==> config.mk <==
export PLATFORM = sky130hd
export DESIGN_NAME = vga_scan
export DESIGN_NICKNAME = d
export VERILOG_FILES = /design/src/rtl/vga_pkg.sv /design/src/rtl/vga_timing.sv /design/src/rtl/vga_scan.sv
export SDC_FILE = /design/constraint.sdc
export NUM_CORES = 1
export LEC_CHECK = 0
export ABC_AREA = 1
export BUFFER_PORTS_ARGS = -buffer_cell sky130_fd_sc_hd__buf_2
export CORE_UTILIZATION = 60
export CTS_CLUSTER_DIAMETER = 100
export DETAILED_ROUTE_END_ITERATION = 12
export PLACE_DENSITY_LB_ADDON = 0.15
export SYNTH_ARGS = -nofsm -noshare
export SYNTH_HDL_FRONTEND = slang
export SYNTH_SLANG_ARGS = --single-unit
==> constraint.sdc <==
create_clock -name clk -period 3.8 [get_ports clk]
set_input_delay 0 -clock clk [delete_from_list [all_inputs] [get_ports clk]]
set_output_delay 0 -clock clk [all_outputs]
set_load 0.02 [all_outputs]
==> src/rtl/vga_pkg.sv <==
`default_nettype none
// ============================================================================
// Module   : vga_pkg
// Brief    : 640x480@60 timing constants, pipeline flag type, colour mapping.
// Revision : 1.0
// ============================================================================
package vga_pkg;

  localparam int H_ACTIVE = 640;
  localparam int H_FP     = 16;
  localparam int H_SYNC   = 96;
  localparam int H_BP     = 48;
  localparam int V_ACTIVE = 480;
  localparam int V_FP     = 10;
  localparam int V_SYNC   = 2;
  localparam int V_BP     = 33;
  localparam int CELL_W   = 80;
  localparam int CELL_H   = 60;
  localparam int PIPE_LAT = 3;

  localparam int H_TOTAL      = H_ACTIVE + H_FP + H_SYNC + H_BP;
  localparam int V_TOTAL      = V_ACTIVE + V_FP + V_SYNC + V_BP;
  localparam int H_SYNC_START = H_ACTIVE + H_FP;
  localparam int H_SYNC_END   = H_SYNC_START + H_SYNC - 1;
  localparam int V_SYNC_START = V_ACTIVE + V_FP;
  localparam int V_SYNC_END   = V_SYNC_START + V_SYNC - 1;

  // Width-matched copies for direct comparison against the counters.
  localparam logic [9:0] HCNT_LAST   = 10'(H_TOTAL - 1);
  localparam logic [9:0] VCNT_LAST   = 10'(V_TOTAL - 1);
  localparam logic [9:0] HCNT_ACTIVE = 10'(H_ACTIVE);
  localparam logic [9:0] VCNT_ACTIVE = 10'(V_ACTIVE);
  localparam logic [9:0] HS_START    = 10'(H_SYNC_START);
  localparam logic [9:0] HS_END      = 10'(H_SYNC_END);
  localparam logic [9:0] VS_START    = 10'(V_SYNC_START);
  localparam logic [9:0] VS_END      = 10'(V_SYNC_END);
  localparam logic [6:0] HSUB_LAST   = 7'(CELL_W - 1);
  localparam logic [5:0] VSUB_LAST   = 6'(CELL_H - 1);

  typedef struct packed {
    logic active;
    logic hsync_n;
    logic vsync_n;
    logic cursor_edge;
    logic origin;
  } vid_flags_t;

  localparam vid_flags_t FLAGS_IDLE = '{active: 1'b0, hsync_n: 1'b1, vsync_n: 1'b1,
                                        cursor_edge: 1'b0, origin: 1'b0};

  function automatic logic [11:0] code_to_rgb(input logic [2:0] c);
    return {{4{c[2]}}, {4{c[1]}}, {4{c[0]}}};
  endfunction

endpackage
`default_nettype wire

==> src/rtl/vga_timing.sv <==
`default_nettype none
// ============================================================================
// Module   : vga_timing
// Brief    : Line/frame counters with division-free cell tracking and raw flags.
// Revision : 1.0
// ============================================================================
module vga_timing
  import vga_pkg::*;
(
  input  logic       clk,
  input  logic       reset,
  output logic [3:0] o_hcell,
  output logic [6:0] o_hsub,
  output logic [3:0] o_vcell,
  output logic [5:0] o_vsub,
  output logic       o_active,
  output logic       o_hsync_n,
  output logic       o_vsync_n,
  output logic       o_origin
);

  logic [9:0] r_hcnt;
  logic [9:0] r_vcnt;
  logic [3:0] r_hcell;
  logic [6:0] r_hsub;
  logic [3:0] r_vcell;
  logic [5:0] r_vsub;

  always_ff @(posedge clk) begin
    if (reset) begin
      r_hcnt  <= '0;
      r_vcnt  <= '0;
      r_hcell <= '0;
      r_hsub  <= '0;
      r_vcell <= '0;
      r_vsub  <= '0;
    end else if (r_hcnt == HCNT_LAST) begin
      r_hcnt  <= '0;
      r_hcell <= '0;
      r_hsub  <= '0;
      if (r_vcnt == VCNT_LAST) begin
        r_vcnt  <= '0;
        r_vcell <= '0;
        r_vsub  <= '0;
      end else begin
        r_vcnt <= r_vcnt + 10'd1;
        if (r_vsub == VSUB_LAST) begin
          r_vsub  <= '0;
          r_vcell <= r_vcell + 4'd1;
        end else begin
          r_vsub <= r_vsub + 6'd1;
        end
      end
    end else begin
      r_hcnt <= r_hcnt + 10'd1;
      if (r_hsub == HSUB_LAST) begin
        r_hsub  <= '0;
        r_hcell <= r_hcell + 4'd1;
      end else begin
        r_hsub <= r_hsub + 7'd1;
      end
    end
  end

  assign o_hcell   = r_hcell;
  assign o_hsub    = r_hsub;
  assign o_vcell   = r_vcell;
  assign o_vsub    = r_vsub;
  assign o_active  = (r_hcnt < HCNT_ACTIVE) && (r_vcnt < VCNT_ACTIVE);
  assign o_hsync_n = !((r_hcnt >= HS_START) && (r_hcnt <= HS_END));
  assign o_vsync_n = !((r_vcnt >= VS_START) && (r_vcnt <= VS_END));
  assign o_origin  = (r_hcnt == 10'd0) && (r_vcnt == 10'd0);

endmodule
`default_nettype wire

==> src/rtl/vga_scan.sv <==
`default_nettype none
// ============================================================================
// Module   : vga_scan
// Brief    : VGA scan-out of an 8x8 cell canvas with cursor-cell outline.
// Revision : 1.0
// ============================================================================
module vga_scan
  import vga_pkg::*;
(
  input  logic       clk,
  input  logic       reset,
  input  logic [2:0] colorCode,
  input  logic [7:0] cursorX,
  input  logic [7:0] cursorY,
  output logic [7:0] rx,
  output logic [7:0] ry,
  output logic       hsync,
  output logic       vsync,
  output logic [3:0] r,
  output logic [3:0] g,
  output logic [3:0] b,
  output logic       frameStart
);

  logic [3:0] w_hcell;
  logic [6:0] w_hsub;
  logic [3:0] w_vcell;
  logic [5:0] w_vsub;
  logic       w_active;
  logic       w_hsync_n;
  logic       w_vsync_n;
  logic       w_origin;
  logic       w_on_border;
  logic       w_cursor_edge;
  vid_flags_t w_flags;

  vga_timing u_timing (
    .clk       (clk),
    .reset     (reset),
    .o_hcell   (w_hcell),
    .o_hsub    (w_hsub),
    .o_vcell   (w_vcell),
    .o_vsub    (w_vsub),
    .o_active  (w_active),
    .o_hsync_n (w_hsync_n),
    .o_vsync_n (w_vsync_n),
    .o_origin  (w_origin)
  );

  // Cursor values of 8+ never equal a visible cell index, so no outline is drawn.
  assign w_on_border   = (w_hsub == 7'd0) || (w_hsub == HSUB_LAST) ||
                         (w_vsub == 6'd0) || (w_vsub == VSUB_LAST);
  assign w_cursor_edge = w_active && w_on_border &&
                         ({4'd0, w_hcell} == cursorX) && ({4'd0, w_vcell} == cursorY);
  assign w_flags       = '{active: w_active, hsync_n: w_hsync_n, vsync_n: w_vsync_n,
                           cursor_edge: w_cursor_edge, origin: w_origin};

  // Two flag stages plus the output register give the full pipeline latency.
  vid_flags_t r_dly [PIPE_LAT-1];

  always_ff @(posedge clk) begin
    if (reset) begin
      rx         <= '0;
      ry         <= '0;
      for (int i = 0; i < PIPE_LAT - 1; i++) r_dly[i] <= FLAGS_IDLE;
      hsync      <= 1'b1;
      vsync      <= 1'b1;
      {r, g, b}  <= '0;
      frameStart <= 1'b0;
    end else begin
      rx       <= w_active ? {4'd0, w_hcell} : 8'd0;
      ry       <= w_active ? {4'd0, w_vcell} : 8'd0;
      r_dly[0] <= w_flags;
      for (int i = 1; i < PIPE_LAT - 1; i++) r_dly[i] <= r_dly[i-1];
      hsync      <= r_dly[PIPE_LAT-2].hsync_n;
      vsync      <= r_dly[PIPE_LAT-2].vsync_n;
      frameStart <= r_dly[PIPE_LAT-2].origin;
      if (!r_dly[PIPE_LAT-2].active)
        {r, g, b} <= 12'h000;
      else if (r_dly[PIPE_LAT-2].cursor_edge)
        {r, g, b} <= 12'hFFF;
      else
        {r, g, b} <= code_to_rgb(colorCode);
    end
  end

endmodule
`default_nettype wire

==> results of run 1 <==
-- synthesized netlist by cell type (all sizes together) --
library cell | count | area, sq um
or2 | 5 | 31.28
conb | 1 | 3.750
o22ai | 1 | 6.260
o21ai | 12 | 60.06
nand3b | 1 | 7.510
dfxtp | 65 | 1301
buf | 19 | 146.4
a31oi | 1 | 6.260
o311ai | 1 | 8.760
inv | 55 | 206.5
ha | 10 | 125.1
nand2 | 76 | 292.8
nor4 | 3 | 18.77
clkbuf | 1 | 3.750
nand3 | 23 | 120.1
nor3 | 6 | 30.03
clkinv | 1 | 3.750
a21oi | 17 | 85.08
o21bai | 1 | 7.510
xnor2 | 4 | 35.03
nor2 | 90 | 364.1
xor2 | 12 | 105.1
nand4 | 10 | 62.56
o211ai | 1 | 7.510
nor3b | 1 | 7.510
-- stage by stage --
stage | utilization | hold slack, ns | instance area [sq um] | setup slack, ns | std cells
finish | 0.7177 | 0.01167 | 3457 | 1.885 | 533
floorplan | - | 0.08392 | 3073 | 2.369 | 424
global route | 0.7177 | 0.03123 | 3457 | 1.734 | 533
detailed placement | 0.6688 | 0.2259 | 3222 | 1.898 | 514
CTS | 0.7177 | 0.003689 | 3457 | 1.891 | 533
global placement | 0.6688 | 0.2220 | 3222 | 1.977 | 514
-- metal layers --
layer  GRT usage  up-vias  share of wire  wire, um
li1            -     1372              -         -
met1      0.2975     1170           0.47      2734
met2      0.3951       84           0.46      2699
met3     0.06173       11          0.049       286
met4      0.1089        0          0.019       112
met5           0        -              0         0
-- critical path, stage by stage, from the launching register on --
cell	delay, ns
sky130_fd_sc_hd__dfxtp_1	0.37
sky130_fd_sc_hd__ha_1	0.19
sky130_fd_sc_hd__nand2_1	0.08
sky130_fd_sc_hd__nor2_2	0.15
sky130_fd_sc_hd__inv_2	0.10
sky130_fd_sc_hd__nor2_8	0.28
sky130_fd_sc_hd__nor2_2	0.09
sky130_fd_sc_hd__inv_2	0.25
sky130_fd_sc_hd__nand2_1	0.15
sky130_fd_sc_hd__nand2_1	0.09
sky130_fd_sc_hd__nor2_1	0.05
-- sequential cells by signal (all words and copies together), names as in the netlist, 4 cells and up --
| name | count |
|---|---|
| r_dly | 10 |
| u_timing.r_hcnt | 10 |
| ry | 4 |
| u_timing.o_vsub | 6 |
| u_timing.r_vcnt | 10 |
| rx | 4 |
| u_timing.o_vcell | 4 |
| u_timing.o_hcell | 4 |
| u_timing.o_hsub | 7 |
-- cells by family (layout without fill, tap and decap cells) --
group | count (synthesis) | in the layout | share of synthesized area
flops | 65 | 65 | 0.4271
buf+inv | 76 | 118 | 0.1183
other cells | 1 | 8 | 0.001231
fa+ha+maj | 10 | 10 | 0.04107
compound gates | 34 | 34 | 0.05955
xor+xnor | 16 | 16 | 0.04599
simple gates | 215 | 215 | 0.3068
-- layout make-up --
cell class	count	area (sq um)
Timing Repair Buffer	47	255.2
Sequential cell	65	1301
Tap cell	67	83.83
Fill cell	413	1360
Clock inverter	3	40.04
Inverter	56	210.2
Clock buffer	12	155.1
Multi-Input combinational cell	283	1411
-- worst min-delay path by stage --
stage | startpoint | end | slack [ns] | depth (start not counted)
detailed placement | colorCode[1] | g[2]$_SDFF_PP0_ | 0.23 | 3
CTS | cursorX[6] | r_dly[0][1]$_SDFF_PP0_ | 0.004 | 6
global placement | colorCode[1] | g[2]$_SDFF_PP0_ | 0.22 | 3
floorplan | reset | r_dly[0][4]$_SDFF_PP0_ | 0.08 | 1
global route | cursorY[5] | r_dly[0][1]$_SDFF_PP0_ | 0.03 | 6
finish | cursorX[6] | r_dly[0][1]$_SDFF_PP0_ | 0.01 | 6
-- power by group --
| part | switching, mW | internal [mW] |
|---|---|---|
| combinational | 0.0437 | 0.0265 |
| sequential | 0.00607 | 0.691 |
| clock | 0.246 | 0.333 |
| total | 0.295 | 1.05 |
-- repair_timing --
action                                 in CTS  in global routing
endpoints found under the hold margin       4                  0
setup buffers                               0                  0
hold buffers                                4                  0
==> run metrics, run 1 <==
final number of max-transition violations=0; Final setup violation count=0; overall die height=73.26 um; global-route wire length before repair=9784 um; global-route usage over all layers=0.2411; largest clock skew in the final design=~0.0089 ns; via count of the first global-routing pass=2301; Pwr Total=about 1.3 mW; TritonCTS clock tree=yes; signal arrival time at the worst endpoint=~2.2 ns; maximum level of the CTS H-tree=3; combined area of all synthesized cells=about 0.0030 sq mm; buffer cell driving the clock tree root=sky130_fd_sc_hd__clkbuf_8; number of unique standard cell types used by synthesis=32; Max Freq=about 520 MHz; static leakage=about 1.6 nW; count of vias placed by the detailed router=roughly 2600; startpoint of the lowest-slack register-to-register path=u_timing.r_hcnt[0]$_SDFF_PP0_; routed wire length=roughly 6000 um; number of nets in the layout=roughly 490; depth of the most critical reg-to-reg path=10; class of the tightest hold or removal check=input pin to flip-flop; detailed placer's ending HPWL=4222 um; Core Rows=25; Num Clock Sinks=65; first-pass detailed-route iteration total=6; Bufs on Longest Clock Path=2; leading cell type in the layout, fill and taps excluded=sky130_fd_sc_hd__nor2_1; gate count of the mapped netlist=approximately 420; synthesized area per cell=around 7.3 sq um; clock latency at the later pin of the worst-skew pair=0.34 ns; minimum clock period after layout=approximately 1.9 ns; remaining routing DRC violations=0; kind of critical path=flip-flop to flip-flop; type of destination of the critical path=flip-flop; synthesis warning total=0; ANT nets after route=0; #FFs+latches synth=65; largest net degree at the start of global routing=20; Die Span X=around 73 um; MaxCap Viol Count=0; end of the critical path=u_timing.r_vcnt[9]$_SDFFE_PP0P_; total power divided by cell area=a little under 400 mW/mm^2; maximum VDD drop=~300 uV; setup repair after global routing missed its margin=no; Die Outline Area=~0.0054 sq mm; total global routing overflow=0; initial core utilization=0.6325; required time worst endpoint=4.03 ns; share of the clock period used by the worst path=0.5039; accumulated negative setup slack=0 ns; Synth-to-Final Area Change=13.47%; number of buffers added on ports=43; floorplan core area=around 0.0048 sq mm; most used cells in the layout excluding fill and tap cells=85 x sky130_fd_sc_hd__nor2_1, 73 x sky130_fd_sc_hd__nand2_1, 65 x sky130_fd_sc_hd__dfxtp_1; flop2flop setup slack=~1.9 ns; share of cells above drive strength 1=0.1631; detail-routed via count per cell=between 4 and 5; post-CTS clock slew at the launch and capture registers of the worst setup and hold paths=0.07 ns; launch point of the worst path=u_timing.r_hcnt[0]$_SDFF_PP0_; I/O pin cnt=52; result of the run=finished clean; gpl congestion=just under 0.9; number of buffers created by CTS=9; ANT cells=0; Setup crit start kind=flip-flop; number of hold violations in the final report=0; iteration-0 DRC count of the detailed router=between 200 and 250; total of cells resized after clock tree synthesis=0; Avg WL per Cell=10.94 um; sequential share of the synthesized area=0.4271; reg-to-reg critical path endpoint=u_timing.r_vcnt[9]$_SDFFE_PP0P_; biggest fanout along the worst timing path=19; initial antenna violation count=0
Note: power is estimated with default switching activity, not from simulation.
==> run 2: changes to the inputs <==
--- a/config.mk
+++ b/config.mk
@@ -5,9 +5,9 @@
 export SDC_FILE = /design/constraint.sdc
 export NUM_CORES = 1
 export LEC_CHECK = 0
-export ABC_AREA = 1
+export ABC_AREA = 0
 export BUFFER_PORTS_ARGS = -buffer_cell sky130_fd_sc_hd__buf_2
-export CORE_UTILIZATION = 60
+export CORE_UTILIZATION = 56
 export CTS_CLUSTER_DIAMETER = 100
 export DETAILED_ROUTE_END_ITERATION = 12
 export PLACE_DENSITY_LB_ADDON = 0.15
==> constraint.sdc (replaced) <==
create_clock -name clk -period 1.8 [get_ports clk]
set_input_delay 0 -clock clk [delete_from_list [all_inputs] [get_ports clk]]
set_output_delay 0 -clock clk [all_outputs]
set_load 0.02 [all_outputs]
==> run 2 against run 1 <==
  * Critical path type unchanged
  * Sequential cell count unchanged
  * Worst hold slack improved by 0.024 ns
  * Non-clock buffer count is 16 higher
  * First-iteration DRC count shrank 39%
==> run metrics, run 2 <==
Bufs on Longest Clock Path=2 (unchanged); number of hold violations in the final report=0 (unchanged); clock latency at the later pin of the worst-skew pair=0.34 ns (about the same); cell depth of the worst min-delay path=2 (was 6); detail-routed via count per cell=5.316 (was 4.947); via count of the first global-routing pass=2101 (was 2301); MaxCap Viol Count=0 (unchanged); Final Instance Area=0.003615 sq mm (was 0.003457 sq mm); floorplan core area=0.005172 sq mm (was 0.004817 sq mm); Die Outline Area=0.005756 sq mm (was 0.005367 sq mm); ordered list of cells on the worst path=ha_1 > nand4_4 > nor4_4 > and4_1 > nor4_1 (was ha_1 > nand2_1 > nor2_2 > inv_2 > nor2_8 > nor2_2 > inv_2 > nand2_1 > nand2_1 > nor2_1); global-route wire length before repair=9432 um (was 9784 um); filler-free cell count of the finished design=462 (was 533); cell count after placement=443 (was 514); global-route usage over all layers=0.2221 (was 0.2411); combined area of all synthesized cells=0.003055 sq mm (was 0.003047 sq mm); number of buffers created by CTS=9 (unchanged); overall die height=75.87 um (was 73.26 um); number of buffers added on ports=43 (unchanged); routed wire length=5937 um (was 5832 um); most frequent cell after synthesis=sky130_fd_sc_hd__dfxtp_1 (was sky130_fd_sc_hd__nor2_1); Worst Hold Slack=0.03537 ns (was 0.01167 ns); EDFF count, synth=0 (unchanged); #FFs+latches synth=65 (unchanged); final number of max-transition violations=0 (unchanged); biggest fanout along the worst timing path=8 (was 19); Num Clock Sinks=65 (unchanged); iteration-0 DRC count of the detailed router=138 (was 225); Avg WL per Cell=12.85 um (was 10.94 um); gpl congestion=0.8374 (was 0.8696); Met3 Wirelength=256 um (was 286 um); required time worst endpoint=2.02 ns (was 4.03 ns); Die Span X=75.87 um (was 73.26 um); Post-CTS Setup Bufs=0 (unchanged); leading area contributor after synthesis=sky130_fd_sc_hd__dfxtp_1 (unchanged); first-pass detailed-route iteration total=4 (was 6); top cells by area, synth=sky130_fd_sc_hd__dfxtp_1 43%, sky130_fd_sc_hd__xor2_1 4.9%, sky130_fd_sc_hd__nor2_1 4.4% (was sky130_fd_sc_hd__dfxtp_1 43%, sky130_fd_sc_hd__nor2_1 10%, sky130_fd_sc_hd__nand2_1 9.0%); signal arrival time at the worst endpoint=1.86 ns (was 2.15 ns); Setup crit start kind=flip-flop (unchanged); Min-Delay Endpoint=u_timing.r_hcnt[2]$_SDFF_PP0_ (was r_dly[0][1]$_SDFF_PP0_); beginning of the worst hold path=reset (was cursorX[6]); Pwr Total=3.188 mW (was 1.346 mW); met2 WL post-DR=2769 um (was 2699 um); area fraction of the dominant cell type after synthesis=0.4259 (was 0.4271); flop2flop setup slack=0.16 ns (was 1.89 ns); startpoint of the lowest-slack register-to-register path=u_timing.r_hcnt[1]$_SDFF_PP0_ (was u_timing.r_hcnt[0]$_SDFF_PP0_); multi-input gate area in the final layout=0.001564 sq mm (was 0.001411 sq mm); minimum setup slack in the final design=0.1571 ns (was 1.885 ns); detailed placer's ending HPWL=4103 um (was 4222 um); met1 routed wirelength after detailed routing=2776 um (was 2734 um); share of cells above drive strength 1=0.2296 (was 0.1631); number of nets in the layout=418 (was 493); gate count of the mapped netlist=336 (was 417); placement-stage cell area=0.003319 sq mm (was 0.003222 sq mm); setup repair after global routing missed its margin=no (unchanged); launch point of the worst path=u_timing.r_hcnt[1]$_SDFF_PP0_ (was u_timing.r_hcnt[0]$_SDFF_PP0_); Core Rows=26 (was 25); leading cell type in the layout, fill and taps excluded=sky130_fd_sc_hd__dfxtp_1 (was sky130_fd_sc_hd__nor2_1); CP max stage cell=sky130_fd_sc_hd__nor4_4 (was sky130_fd_sc_hd__dfxtp_1); type of destination of the critical path=flip-flop (unchanged); fillers=410 (was 413); remaining routing DRC violations=0 (unchanged); kind of critical path=flip-flop to flip-flop (unchanged); sequential share of the synthesized area=0.4259 (was 0.4271); buffer cell driving the clock tree root=sky130_fd_sc_hd__clkbuf_8 (unchanged); initial antenna violation count=0 (unchanged); ANT nets after route=0 (unchanged); TritonCTS clock tree=yes (unchanged); ANT cells=0 (unchanged); reg-to-reg critical path endpoint=u_timing.r_vcnt[8]$_SDFFE_PP0P_ (was u_timing.r_vcnt[9]$_SDFFE_PP0P_); synthesized area per cell=9.094 sq um (was 7.306 sq um); share of async-settable or async-resettable flops after synthesis=0 (unchanged); class of the tightest hold or removal check=input pin to flip-flop (unchanged); depth of the most critical reg-to-reg path=5 (was 10); flip-flop cell with the highest count after synthesis=sky130_fd_sc_hd__dfxtp_1 (unchanged); initial core utilization=0.5907 (was 0.6325); synthesis warning total=0 (unchanged); pre-CTS setup slack=0.02055 ns (was 1.898 ns); total power divided by cell area=882.0 mW/mm^2 (was 389.3 mW/mm^2); Final setup violation count=0 (unchanged); Synth-to-Final Area Change=18.30% (was 13.47%); I/O pin cnt=52 (unchanged); registers with the highest flip-flop counts=r_dly x10, u_timing.r_hcnt x10, u_timing.r_vcnt x10 (unchanged); largest clock skew in the final design=0.009712 ns (was 0.008923 ns); post-CTS clock slew at the launch and capture registers of the worst setup and hold paths=0.07 ns (about the same); final core utilization=0.6988 (was 0.7177); most frequent cells after synthesis=65 x sky130_fd_sc_hd__dfxtp_1, 36 x sky130_fd_sc_hd__nor2_1, 26 x sky130_fd_sc_hd__nand3_1, 17 x sky130_fd_sc_hd__buf_4, 17 x sky130_fd_sc_hd__xor2_1 (was 85 x sky130_fd_sc_hd__nor2_1, 73 x sky130_fd_sc_hd__nand2_1, 65 x sky130_fd_sc_hd__dfxtp_1, 50 x sky130_fd_sc_hd__inv_1, 22 x sky130_fd_sc_hd__nand3_1); count of vias placed by the detailed router=2456 (was 2637); Max Freq=608.7 MHz (was 522.2 MHz); share of the clock period used by the worst path=0.9127 (was 0.5039); static leakage=1.555 nW (was 1.579 nW); top routing layer in use=met4 (unchanged); largest net degree at the start of global routing=18 (was 20); total global routing overflow=0 (unchanged); most used cells in the layout excluding fill and tap cells=65 x sky130_fd_sc_hd__dfxtp_1, 43 x sky130_fd_sc_hd__buf_2, 36 x sky130_fd_sc_hd__nor2_1 (was 85 x sky130_fd_sc_hd__nor2_1, 73 x sky130_fd_sc_hd__nand2_1, 65 x sky130_fd_sc_hd__dfxtp_1); maximum level of the CTS H-tree=3 (unchanged); sequential cell area in the final layout=0.001301 sq mm (unchanged); accumulated negative setup slack=0 ns (unchanged); number of unique standard cell types used by synthesis=47 (was 32); result of the run=finished clean (unchanged); maximum VDD drop=507.0 uV (was 308.8 uV); minimum clock period after layout=1.643 ns (was 1.915 ns); maximum cell stage delay along the critical path=0.40 ns (was 0.37 ns)
[run 2: changes by cell type in the layout (fill, tap and decap cells not counted), moves of 9 or more]
cell,delta
sky130_fd_sc_hd__nand2_1,-58
sky130_fd_sc_hd__nor2_1,-49
sky130_fd_sc_hd__inv_1,-39
sky130_fd_sc_hd__buf_4,+17
sky130_fd_sc_hd__xnor2_1,+11
sky130_fd_sc_hd__a21oi_1,-10
sky130_fd_sc_hd__nor4_1,+9
[run 2: cell families after synthesis]
kind of cell | count (synthesis) | share of synthesized area
simple gates | 163 | 0.3157
flops | 65 | 0.4259
buf+inv | 42 | 0.07780
xor+xnor | 32 | 0.09173
compound gates | 21 | 0.04013
fa+ha+maj | 10 | 0.04095
mux | 2 | 0.006552
other cells | 1 | 0.001227
[run 2: final cells by class]
| type | count | area share |
|---|---|---|
| Multi-Input combinational cell | 236 | 0.4327 |
| Inverter | 12 | 0.01246 |
| Timing Repair Buffer | 63 | 0.1031 |
| Sequential cell | 65 | 0.3600 |
| Tap cell | 70 | 0.02423 |
| Clock buffer | 11 | 0.03911 |
| Clock inverter | 5 | 0.02838 |
[run 2: worst max-delay path by stage]
stage | to | cells after the start | slack [ns]
floorplan | u_timing.r_vcnt[7]$_SDFFE_PP0P_ | 5 | 0.17
global placement | u_timing.o_vsub[0]$_SDFFE_PP0P_ | 5 | 0.14
detailed placement | u_timing.o_vsub[4]$_SDFFE_PP0P_ | 5 | 0.02
CTS | u_timing.o_vsub[5]$_SDFFE_PP0P_ | 5 | 0.01
global route | u_timing.r_vcnt[8]$_SDFFE_PP0P_ | 5 | 0.01
finish | u_timing.r_vcnt[8]$_SDFFE_PP0P_ | 5 | 0.16
[run 2: what timing repair did]
action,in CTS,in global routing
endpoints found under the setup margin,0,16
resized for setup,0,4
endpoints found under the hold margin,3,0
hold buffers,3,0
[run 2: routing by layer]
metal,GRT usage,vias to the layer above
li1,-,1244
met1,0.2872,1132
met2,0.3500,68
met3,0.04365,12
met4,0.1173,0
met5,0,-
[run 2: worst max-delay path: cells and delay by family (launching register included)]
| kind | cells | cell delay, ns |
|---|---|---|
| simple gates | 4 | 0.91 |
| fa+ha+maj | 1 | 0.25 |
| flops | 1 | 0.37 |
[run 2: power breakdown]
| group | leakage (nW) | switching (mW) | internal (mW) |
|---|---|---|---|
| logic | 0.908 | 0.108 | 0.0837 |
| registers | 0.527 | 0.0326 | 1.47 |
| clock network | 0.120 | 0.534 | 0.956 |
